[src/rtl/instruction_executor.sv]
// -----------------------------------------------------------------------------
// instruction_executor
//   Consumer end of the fetch unit's instruction stream. Requests one
//   instruction at a time, latches it, decodes and executes it against a
//   32-entry register file, and writes the result back. It does not pipeline,
//   so each instruction takes 4 cycles: REQ, DECODE, EXEC and WB.
//
// Ports
//   clk          system clock, rising edge
//   reset        asynchronous active-low reset
//   run          level; 1 = keep executing, 0 = stop after current instruction
//   instruction  fetch unit word, valid in the cycle after fetch_en
//   fetch_en     fetch request, high for exactly one cycle per instruction
//   busy         high in every state except IDLE
//   wb_valid     one-cycle write-back pulse; wb_addr/wb_data valid with it
//   flag_z       zero flag (ALU ops only)
//   flag_c       carry (ADD/ADDI) or borrow (SUB); cleared by logic ops
//   retired      count of completed instructions, NOPs included (wraps)
//   dbg_addr     debug register select
//   dbg_data     combinational register read; r0 reads 0
// -----------------------------------------------------------------------------
module instruction_executor #(
    parameter int DATA_W = 32,
    parameter int CNT_W  = 16
) (
    input  logic              clk,
    input  logic              reset,
    input  logic              run,
    input  logic [31:0]       instruction,
    output logic              fetch_en,
    output logic              busy,
    output logic              wb_valid,
    output logic [4:0]        wb_addr,
    output logic [DATA_W-1:0] wb_data,
    output logic              flag_z,
    output logic              flag_c,
    output logic [CNT_W-1:0]  retired,
    input  logic [4:0]        dbg_addr,
    output logic [DATA_W-1:0] dbg_data
);

    typedef enum logic [2:0] {
        S_IDLE,
        S_REQ,
        S_DECODE,
        S_EXEC,
        S_WB
    } state_t;

    localparam logic [2:0] OP_NOP  = 3'b000;
    localparam logic [2:0] OP_XOR  = 3'b001;
    localparam logic [2:0] OP_ADD  = 3'b010;
    localparam logic [2:0] OP_AND  = 3'b011;
    localparam logic [2:0] OP_SUB  = 3'b100;
    localparam logic [2:0] OP_OR   = 3'b101;
    localparam logic [2:0] OP_LI   = 3'b110;
    localparam logic [2:0] OP_ADDI = 3'b111;

    state_t              state_reg, state_next;
    logic [31:0]         ir_reg;
    logic [DATA_W-1:0]   result_reg;
    logic [4:0]          dest_reg;
    logic                wr_en_reg;
    logic                flag_z_reg, flag_c_reg;
    logic [CNT_W-1:0]    retired_reg;
    logic [DATA_W-1:0]   reg_file [32];

    // Instruction fields
    logic [2:0]          op;
    logic [4:0]          rs1, rs2, rd_r, rd_i;
    logic [DATA_W-1:0]   imm_ext;
    assign op      = ir_reg[31:29];
    assign rs1     = ir_reg[28:24];
    assign rs2     = ir_reg[23:19];
    assign rd_r    = ir_reg[18:14];
    assign rd_i    = ir_reg[23:19];
    assign imm_ext = {{(DATA_W-16){1'b0}}, ir_reg[15:0]};

    // Operand read happens in EXEC, one cycle before the WB write, so a
    // source equal to the destination always sees the old value.
    logic [DATA_W-1:0]   op_a, op_b, add_rhs;
    logic [DATA_W:0]     add_full, sub_full;
    assign op_a     = reg_file[rs1];
    assign op_b     = reg_file[rs2];
    assign add_rhs  = (op == OP_ADDI) ? imm_ext : op_b;
    assign add_full = {1'b0, op_a} + {1'b0, add_rhs};
    // Top bit of the extended difference is the unsigned borrow.
    assign sub_full = {1'b0, op_a} - {1'b0, op_b};

    logic [DATA_W-1:0]   alu_result;
    logic [4:0]          alu_dest;
    logic                alu_wr_en;
    logic                alu_flags_upd;
    logic                alu_c;

    always_comb begin
        alu_result    = '0;
        alu_dest      = rd_r;
        alu_wr_en     = 1'b1;
        alu_flags_upd = 1'b1;
        alu_c         = 1'b0;
        case (op)
            OP_NOP: begin
                alu_wr_en     = 1'b0;
                alu_flags_upd = 1'b0;
            end
            OP_XOR: alu_result = op_a ^ op_b;
            OP_ADD: begin
                alu_result = add_full[DATA_W-1:0];
                alu_c      = add_full[DATA_W];
            end
            OP_AND: alu_result = op_a & op_b;
            OP_SUB: begin
                alu_result = sub_full[DATA_W-1:0];
                alu_c      = sub_full[DATA_W];
            end
            OP_OR:  alu_result = op_a | op_b;
            OP_LI: begin
                alu_result    = imm_ext;
                alu_dest      = rd_i;
                alu_flags_upd = 1'b0;
            end
            default: begin // OP_ADDI
                alu_result = add_full[DATA_W-1:0];
                alu_c      = add_full[DATA_W];
                alu_dest   = rd_i;
            end
        endcase
    end

    // FSM state register
    always_ff @(posedge clk or negedge reset) begin
        if (!reset) begin
            state_reg <= S_IDLE;
        end else begin
            state_reg <= state_next;
        end
    end

    // Next state and control outputs. fetch_en/busy/wb_valid decode the
    // state register directly, so they fall as soon as reset asserts.
    always_comb begin
        state_next = state_reg;
        fetch_en   = 1'b0;
        busy       = 1'b1;
        wb_valid   = 1'b0;
        case (state_reg)
            S_IDLE: begin
                busy = 1'b0;
                if (run) state_next = S_REQ;
            end
            S_REQ: begin
                fetch_en   = 1'b1;
                state_next = S_DECODE;
            end
            S_DECODE: state_next = S_EXEC;
            S_EXEC:   state_next = S_WB;
            S_WB: begin
                wb_valid   = wr_en_reg;
                state_next = run ? S_REQ : S_IDLE;
            end
            default: begin
                busy       = 1'b0;
                state_next = S_IDLE;
            end
        endcase
    end

    // Datapath registers
    always_ff @(posedge clk or negedge reset) begin
        if (!reset) begin
            ir_reg      <= '0;
            result_reg  <= '0;
            dest_reg    <= '0;
            wr_en_reg   <= 1'b0;
            flag_z_reg  <= 1'b0;
            flag_c_reg  <= 1'b0;
            retired_reg <= '0;
        end else begin
            if (state_reg == S_DECODE) begin
                ir_reg <= instruction;
            end
            if (state_reg == S_EXEC) begin
                result_reg <= alu_result;
                dest_reg   <= alu_dest;
                wr_en_reg  <= alu_wr_en;
                if (alu_flags_upd) begin
                    flag_z_reg <= (alu_result == '0);
                    flag_c_reg <= alu_c;
                end
            end
            if (state_reg == S_WB) begin
                retired_reg <= retired_reg + CNT_W'(1);
            end
        end
    end

    // Register file; r0 is never written so it always reads zero.
    always_ff @(posedge clk or negedge reset) begin
        if (!reset) begin
            for (int i = 0; i < 32; i++) begin
                reg_file[i] <= '0;
            end
        end else if (state_reg == S_WB && wr_en_reg && dest_reg != 5'd0) begin
            reg_file[dest_reg] <= result_reg;
        end
    end

    assign wb_addr  = dest_reg;
    assign wb_data  = result_reg;
    assign flag_z   = flag_z_reg;
    assign flag_c   = flag_c_reg;
    assign retired  = retired_reg;
    assign dbg_data = (dbg_addr == 5'd0) ? '0 : reg_file[dbg_addr];

endmodule

[config.mk]
export PLATFORM = sky130hd
export DESIGN_NAME = instruction_executor
export DESIGN_NICKNAME = d
export VERILOG_FILES = /design/src/rtl/instruction_executor.sv
export SDC_FILE = /design/constraint.sdc
export NUM_CORES = 2
export LEC_CHECK = 0
export ABC_AREA = 0
export BUFFER_PORTS_ARGS = -buffer_cell sky130_fd_sc_hd__buf_2
export CORE_MARGIN = 5
export CORE_UTILIZATION = 55
export CTS_CLUSTER_SIZE = 12
export DETAILED_ROUTE_END_ITERATION = 8
export PLACE_DENSITY = 0.71
export RECOVER_POWER = 100
export SLEW_MARGIN = 20
export SYNTH_ARGS = -nofsm -noshare
export SYNTH_HDL_FRONTEND = slang
export SYNTH_SLANG_ARGS = --single-unit
[constraint.sdc]
create_clock -name clk -period 13.3 [get_ports clk]
set_input_delay 2.66 -clock clk [delete_from_list [all_inputs] [get_ports clk]]
set_output_delay 2.66 -clock clk [all_outputs]
set_load 0.01 [all_outputs]
==> metrics.cfg <==
[status]
status = finished with violations
violations = max-capacitance violations, max-slew violations

[yosys]
yosysUniqueCellTypes = 78
synth_area_leaders = dfrtp_1 (39%), mux4_2 (30%), mux2_2 (16%)
syn_avg_cell_area_um2 = 14.6
synthesis.area_um2 = 71400
ys_warn_count = 0
yosysTopAreaCell = dfrtp_1
async_flop_share = 1.00
syn_inst = 4889
netlist.area_leader.share = 0.391
synth_edf_count = 0
ys_seq_elements = 1115
yosysSeqAreaShare = 0.391
yosys_most_used_dff = dfrtp_1
syn-num-nets = 5060

[place]
gp_congestion = 0.952
pre_cts_ws_ns = 4.74
portBuffers = 129
place_area_um2 = 73400
dp_cells = 6321
place_hpwl_um = 125000

[clock_tree]
cts_max_path_buffers = 3
clk_latency_ns = 0.76
cts-buffers-inserted = 121
postCtsSetupRepairBufs = 0
clkSinkCount = 1115
cts_hold_buf = 0
cts_htree_levels = 3
clk_pin_slew_ns = 0.07
cts_tree = built
cts_root_buf = clkbuf_16
post_cts_resized = 0

[power_and_ir_drop]
p_total_mw = 12.3
irDropWorstVdd_mv = 0.250
pwr_density_cell_nw_per_um2 = 160
p_leak_nw = 34.6

[global_routing]
grt_pass1_vias = 47900
grt_overflow_total = 0
grt_pass1_wl_um = 325000
grt_usage = 0.322
grt_max_degree = 187
antenna_found_initial = 2

[routing]
wl_um = 218000
drt-initial-drc-count = 5554
route.vias.total = 47200
wl_per_cell_um = 33.4
vias_per_cell = 7.22
ant_nets = 0
firstDrtPassIters = 6
drc = 0

[worst_setup_path]
critPathKind = reg2reg
critPathCaptureType = register
cp_max_fo = 101
cp.arrival_ns = 10.56
cp.required_ns = 13.98
start_kind = register

[final_layout]
most-common-layout-cells = dfrtp_1 (1103), mux2_2 (1028), mux4_2 (961), nand2_1 (149), nor2_1 (138)
final_cell_count_no_fill = 6545
layout.nets = 4875
drive_gt1_frac = 0.484
utilization = 0.595
area_delta_synth_final_pct = 7.72
largest_reg_flops = 1024
stdcell_area_um2 = 77000
final_common_cell = dfrtp_1
num-fill-cells = 9850
insertedDiodeCount = 0

[sta]
setup-tns-final_ns = 0
final-hold-violation-count = 0
rsz0062_at_grt = false
min_period_ns = 9.88
timing.final.crit_share = 0.743
hold_slack_ns = 0.415
worst_pin_slew_ns = 5.97
relSlewSlack = -2.98
setup_ws_ns = 3.42
slew_violations = 1700
finalSetupViolations = 0
max_freq_mhz = 101
skew_ns = 0.0436

[floorplan]
die_y_um = 370
design.die.area_um2 = 137000
coreArea_um2 = 129000
initial_core_util = 0.552
ioPinCount = 130
rows = 132
die_width_um = 370

[job]
cap_viol_max_count = 51

[min_path]
worst_hold_path_type = reg2reg

[path summary, 6_finish.rpt]
path / start / endpoint / slack, ns / cells past startpoint
worst min register to register: reg_file[1016]$_DFFE_PN0P_ / reg_file[1016]$_DFFE_PN0P_ / 0.42 / 0
worst min-delay path: reg_file[1016]$_DFFE_PN0P_ / reg_file[1016]$_DFFE_PN0P_ / 0.42 / 0
min in group asynchronous: reset / reg_file[826]$_DFFE_PN0P_ / 4.14 / 1
worst max-delay path: ir_reg[24]$_DFFE_PN0P_ / flag_z$_DFFE_PN0P_ / 3.42 / 18
max in group asynchronous: reset / reg_file[458]$_DFFE_PN0P_ / 4.04 / 4
worst max register to register: ir_reg[24]$_DFFE_PN0P_ / flag_z$_DFFE_PN0P_ / 3.42 / 18
[worst max-delay path, stage by stage, from the launching register on]
cell and delay, ns:
dfrtp_4 0.69, buf_12 0.72, clkbuf_1 2.52, mux4_2 0.75, mux4_2 0.46, mux2i_1 0.43
inv_1 0.20, ha_1 0.38, a21oi_1 0.21, o21ai_0 0.10, a221oi_1 0.59, a31oi_1 0.38
a21boi_0 0.54, xnor2_1 0.19, o22ai_1 0.35, nand3_1 0.12, a2111oi_0 0.56, and4bb_1 0.30
o2bb2ai_1 0.11
[where the power goes]
group | internal [mW] | switching (mW)
sequential | 3.67 | 0.674
clock | 1.92 | 1.43
combinational | 1.93 | 2.71
total | 7.52 | 4.82
[Yosys cell counts (all sizes together), types with 10 or more instances]
master	instances
dfrtp	1115
mux2	1030
mux4	961
clkbuf	368
buf	157
nand2	149
nor2	146
ha	129
mux2i	124
inv	111
o21ai	101
a21oi	94
xnor2	40
nand3	32
nor3	22
a31oi	20
nand2b	20
and3	17
xor2	17
nor2b	16
nor4	15
a21o	13
nand4	13
o22ai	13
a211oi	12
a221oi	10
o211ai	10
[cell type report]
class	count	area (um2)	share of cell area
Multi-Input combinational cell	3137	41200	0.535
Sequential cell	1115	27900	0.363
Clock buffer	181	3570	0.0463
Tap cell	1742	2180	0.0283
Timing Repair Buffer	217	1290	0.0168
Inverter	112	420	0.00546
Clock inverter	41	377	0.00489
[per-layer routing]
| metal | wire [um] | vias up | global-route usage |
|---|---|---|---|
| met5 | 12 | - | 0 |
| met4 | 9630 | 2 | 0.128 |
| met3 | 23800 | 466 | 0.0840 |
| met2 | 98600 | 2661 | 0.480 |
| met1 | 86300 | 25200 | 0.457 |
| li1 | - | 18900 | - |
[cells by family after synthesis]
logic type | synth area share
AOI/OAI and AO/OA | 0.0328
xor gates and xnor gates | 0.00699
adders and majority gates | 0.0232
buffers and inverters | 0.0336
DFF | 0.391
muxes | 0.483
and+or+nand+nor | 0.0304
Note: power is estimated with default switching activity, not from simulation.
